$ cat src/rtl/password_controller.sv
// Keypad password controller: filters single-key presses, collects PW_LEN digits,
// checks them on Enter, and grants access or counts failures toward a timed lockout.
module password_controller #(
  parameter int                  PW_LEN      = 4,
  parameter logic [PW_LEN*4-1:0] PASSWORD    = 16'h1234,
  parameter int                  MAX_TRIES   = 3,
  parameter int                  OPEN_CYCLES = 8,
  parameter int                  LOCK_CYCLES = 20
) (
  input  logic        clk,
  input  logic        rst_n,
  input  logic [15:0] buttons,
  input  logic [3:0]  enc_digit,
  output logic        unlock,
  output logic        err,
  output logic        locked,
  output logic [2:0]  digit_cnt,
  output logic [2:0]  state
);

  localparam int EW = PW_LEN * 4;

  typedef enum logic [2:0] {
    IDLE     = 3'd0,
    ENTRY    = 3'd1,
    CHECK    = 3'd2,
    UNLOCKED = 3'd3,
    FAIL     = 3'd4,
    LOCKOUT  = 3'd5
  } state_t;

  state_t cur, nxt;

  logic [15:0]   buttons_q;
  logic [EW-1:0] entry;
  logic [3:0]    fail_cnt;
  logic [31:0]   timer;

  logic press, digit_ev, enter_ev, clear_ev;
  logic pass, lock_hit, timer_done;
  logic [3:0] fail_next;
  logic unlock_d, err_d, locked_d;

  // An event needs a fully released keypad on the previous cycle and one legal key now.
  assign press    = (buttons_q == 16'h0000) && (buttons[15:12] == 4'h0) && $onehot(buttons[11:0]);
  assign digit_ev = press && (|buttons[9:0]);
  assign enter_ev = press && buttons[10];
  assign clear_ev = press && buttons[11];

  assign pass       = (digit_cnt == 3'(PW_LEN)) && (entry == PASSWORD);
  assign fail_next  = fail_cnt + 4'd1;
  assign lock_hit   = (fail_next == 4'(MAX_TRIES));
  assign timer_done = (timer == 32'd0);

  assign state = cur;

  always_ff @(posedge clk or negedge rst_n) begin
    if (!rst_n) cur <= IDLE;
    else        cur <= nxt;
  end

  always_comb begin
    nxt = cur;
    case (cur)
      IDLE:     if (digit_ev) nxt = ENTRY;
      ENTRY: begin
        if (clear_ev)      nxt = IDLE;
        else if (enter_ev) nxt = CHECK;
      end
      CHECK:    nxt = pass ? UNLOCKED : (lock_hit ? LOCKOUT : FAIL);
      UNLOCKED: if (timer_done) nxt = IDLE;
      FAIL:     nxt = IDLE;
      LOCKOUT:  if (timer_done) nxt = IDLE;
      default:  nxt = IDLE;
    endcase
  end

  // Output values are decoded from the next state so the registered flags track state exactly.
  always_comb begin
    unlock_d = (nxt == UNLOCKED);
    err_d    = (nxt == FAIL);
    locked_d = (nxt == LOCKOUT);
  end

  always_ff @(posedge clk or negedge rst_n) begin
    if (!rst_n) begin
      buttons_q <= 16'hFFFF;
      entry     <= '0;
      digit_cnt <= 3'd0;
      fail_cnt  <= 4'd0;
      timer     <= 32'd0;
      unlock    <= 1'b0;
      err       <= 1'b0;
      locked    <= 1'b0;
    end else begin
      buttons_q <= buttons;
      unlock    <= unlock_d;
      err       <= err_d;
      locked    <= locked_d;

      case (cur)
        IDLE: begin
          if (digit_ev) begin
            entry     <= EW'(enc_digit);
            digit_cnt <= 3'd1;
          end
        end
        ENTRY: begin
          if (clear_ev) begin
            entry     <= '0;
            digit_cnt <= 3'd0;
          end else if (digit_ev && (digit_cnt < 3'(PW_LEN))) begin
            entry     <= (entry << 4) | EW'(enc_digit);
            digit_cnt <= digit_cnt + 3'd1;
          end
        end
        CHECK: begin
          entry     <= '0;
          digit_cnt <= 3'd0;
          fail_cnt  <= pass ? 4'd0 : fail_next;
        end
        UNLOCKED: begin
          if (!timer_done) timer <= timer - 32'd1;
        end
        LOCKOUT: begin
          if (!timer_done) timer <= timer - 32'd1;
          else             fail_cnt <= 4'd0;
        end
        default: ;
      endcase

      // The shared timer is loaded on the CHECK exit edge so each timed state lasts its full count.
      if (cur == CHECK && nxt == UNLOCKED) timer <= 32'(OPEN_CYCLES - 1);
      if (cur == CHECK && nxt == LOCKOUT)  timer <= 32'(LOCK_CYCLES - 1);
    end
  end

endmodule

$ cat config.mk
export PLATFORM = sky130hd
export DESIGN_NAME = password_controller
export DESIGN_NICKNAME = d
export VERILOG_FILES = /design/src/rtl/password_controller.sv
export SDC_FILE = /design/constraint.sdc
export NUM_CORES = 1
export LEC_CHECK = 0
export ABC_CLOCK_PERIOD_IN_PS = 7300
export BUFFER_PORTS_ARGS = -buffer_cell sky130_fd_sc_hd__buf_2
export CAP_MARGIN = 15
export CORE_MARGIN = 10
export CORE_UTILIZATION = 60
export DETAILED_ROUTE_END_ITERATION = 10
export PLACE_DENSITY_LB_ADDON = 0.1
export SLEW_MARGIN = 20
export SYNTH_ARGS = -nofsm -noshare
export SYNTH_HDL_FRONTEND = slang
export SYNTH_SLANG_ARGS = --single-unit
$ cat constraint.sdc
create_clock -name clk -period 7.3 [get_ports clk]
set_input_delay 0 -clock clk [delete_from_list [all_inputs] [get_ports clk]]
set_output_delay 0 -clock clk [all_outputs]
set_load 0.05 [all_outputs]
==> impl_results.md <==
* Outcome: completed
* Number of placement rows at 29
* Synth top area cells: dfrtp_1, dfstp_2, a22o_1, a21oi_1, fa_1
* CP Max Fanout at 18
* CTS H-tree lvls at 3
* # setup viols final at 0
* Register area share after synthesis at 48.0%
* Post-synth EDFFs at 0
* Seq pwr share at 48.8%
* Total wire length at 9360 um
* Setup bufs post-CTS at 0
* Post-Synthesis Cell Area at 4060 sq um
* Worst min path class: in2reg
* Max-Cap Viols at 0
* Period utilisation layout at 69.7%
* IO Pins at 31
* GRT overflow at 0
* Sw Pwr at 225 uW
* Internal Dissipation at 669 uW
* Tmin final at 5.09 ns
* Synth cell types at 60
* Peak Freq at 0.196 GHz
* CTS tree: yes
* Synth area leader: dfrtp_1
* Register bit total from synthesis at 77
* Drt pass-1 iters at 5
* Vias/cell at 6.41
* Worst EP required at 7.57 ns
* Worst-Skew Late Latency at 0.37 ns
* Yosys warns at 0
* Most used cell, CP: fa_1
* Crit path launch type: input port
* Worst-path cell chain: dlygate4sd3_1 > buf_2 > fa_1 > fa_1 > inv_1 > fa_1 > fa_1 > inv_1 > ha_1 > inv_1 > fa_1 > nor4bb_1 > nand4_1 > nor4_1 > o221ai_1 > buf_4 > a221oi_1
* Arr. time, crit path at 5.36 ns
* # DRC at 0
* Core area at 6460 sq um
* Clock sink count at 77
* Largest net degree at the start of global routing at 78
* Non-Filler Instances at 519
* Vias in the first global route at 3240
* Initial Util at 62.8%
* Mapped Nets at 425
* Syn avg cell area at 10.5 sq um
* Global-route usage over all layers at 18.3%
* CP Buf/Inv Count at 6
* RSZ-0062 raised after global routing: no
* Leakage at 2.21 nW
* Routed len/inst at 18.0 um
* Die Y at 102 um
* Final Skew at 0.00748 ns
* Comb pwr share at 10.4%
* Crit end category: register
* FFs w/ async S/R, synth at 100%
* WS Path Type: in2reg
* Layout cells sized above 1 at 18.6%
* Synth Instances at 385
* Total Die Area at 10500 sq um
* First-pass GRT wire length at 15200 um
* Worst slew pin tran at 0.960 ns
* Final-stage net count at 476
* Most frequent cells after synthesis: dfrtp_1, a21oi_1, inv_1
* Power density cells at 190 nW/um^2
* Die Span X at 102 um
* Top Family by Delay on Critical Path: adder cells
* Count leader, synth: dfrtp_1
* Slew HR at 36.0%
* Placed insts at 480
* HPWL Detailed at 6000 um
* CTS Buf Count at 9
* Final GP Congestion at 0.880
* CP max-delay cell: nor4_1
* Yosys top cell area share at 37.6%
* Largest stage delay, worst path at 0.70 ns
* I/O Buffers at 30
* Fin. Hold Viols at 0
* CTS root buf: clkbuf_8
* Max Slew Vio Count at 0
* Switching Fraction at 25.1%
* Total Neg Setup Slack at 0 ns
* Initial antenna violation count at 0
* Iter 0 DRT Violations at 173
* Clk pin slew, worst setup/hold paths at 0.09 ns
* Area Overhead vs Synth at 15.7%
* Peak supply drop at 0.173 mV
* Detailed-route via count at 3328
* Dominant synthesized flop cell: dfrtp_1
* Clock Path Buffers at 2
* Clock power frac at 40.8%
* DRT antenna net count at 0
placed cells by master, fill, tap and decap left out, drive strengths merged, types with 2 or more instances in the layout:
master	instances
buf	33
dfrtp	61
and4	3
a21o	3
xnor2	2
clkinvlp	2
and3	5
nor4	12
o21ai	16
o22ai	2
a211o	3
nand4	5
nor2	16
nand2b	4
or3	13
xor2	2
nor4b	5
nor3	15
or4	18
ha	11
clkbuf	9
o41ai	2
nand3	10
or2	4
bufinv	2
dlygate4sd3	21
nand2	15
or4b	4
dfstp	16
a22o	17
mux2i	5
and2	3
a21oi	28
inv	26
o31ai	17
fa	7
nor3b	3
a31oi	3
state kept, by name, indices dropped and copies added, names as in the netlist:
| register | cells |
|---|---|
| timer | 32 |
| buttons_q | 16 |
| entry | 16 |
| fail_cnt | 4 |
| digit_cnt | 3 |
| state | 3 |
| err | 1 |
| locked | 1 |
| unlock | 1 |
power by group through the flow:
stage / logic, mW / registers (mW) / clock network, mW
floorplan: 0.0478 / 0.443 / 0
global placement: 0.0731 / 0.443 / 0
detailed placement: 0.0797 / 0.444 / 0
CTS: 0.0887 / 0.436 / 0.366
global route: 0.105 / 0.436 / 0.390
finish: 0.0933 / 0.436 / 0.364
stage by stage:
step / utilization (%) / setup slack [ns] / power, mW / hold WS (ns) / cell area, sq um
3_3_place_gp: 65.6 / 2.35 / 0.517 / 0.114 / 4240
4_1_cts: 72.3 / 2.00 / 0.890 / 0.285 / 4670
3_5_place_dp: 65.6 / 2.18 / 0.523 / 0.117 / 4240
5_1_grt: 72.7 / 1.91 / 0.931 / 0.281 / 4690
6_report: 72.7 / 2.21 / 0.893 / 0.281 / 4700
2_1_floorplan: - / 2.85 / 0.491 / -0.296 / 4060
final timing paths:
check | start | to | slack, ns | cells past startpoint
min reg2reg | timer[23] | timer[23] | 0.50 | 1
max reg2reg | timer[20] | fail_cnt[2] | 4.32 | 5
max in group asynchronous | rst_n | locked | 6.35 | 2
min in group asynchronous | rst_n | timer[10] | 0.32 | 2
max | buttons[0] | digit_cnt[0] | 2.21 | 17
min | buttons[13] | buttons_q[13] | 0.28 | 2
metal layers:
layer  up-vias  GRT usage, %  routed length, um
met5         -             0                  0
met4         0          9.22                216
met3        20          5.20                478
met2       100          30.2               4750
met1      1640          21.4               3920
li1       1568             -                  -
layout make-up:
type,instances,area [sq um]
Antenna cell,1,2.50
Clock buffer,9,124
Clock inverter,7,97.6
Fill cell,468,1760
Inverter,24,90.1
Multi-Input combinational cell,270,1950
Sequential cell,77,1950
Tap cell,77,96.3
Timing Repair Buffer,54,393
cell families after synthesis:
group	Yosys count	share of synthesized area [%]
compound gates	104	17.8
xor+xnor	4	0.864
fa+ha+maj	18	6.85
buf+inv	38	4.44
flops	77	48.0
mux	5	1.23
simple gates	139	20.8
worst reg2reg max path: cells and delay by family (launching register included):
family	cells	cell delay, ns
and+or+nand+nor	3	1.79
DFF	1	0.45
AOI/OAI and AO/OA	2	0.62
repair_timing:
action,in CTS,in global routing
resized for setup,0,0
hold endpoints to repair,81,0
setup endpoints to repair,0,0
hold buffers,21,0
(Power assumes the default switching activity.)
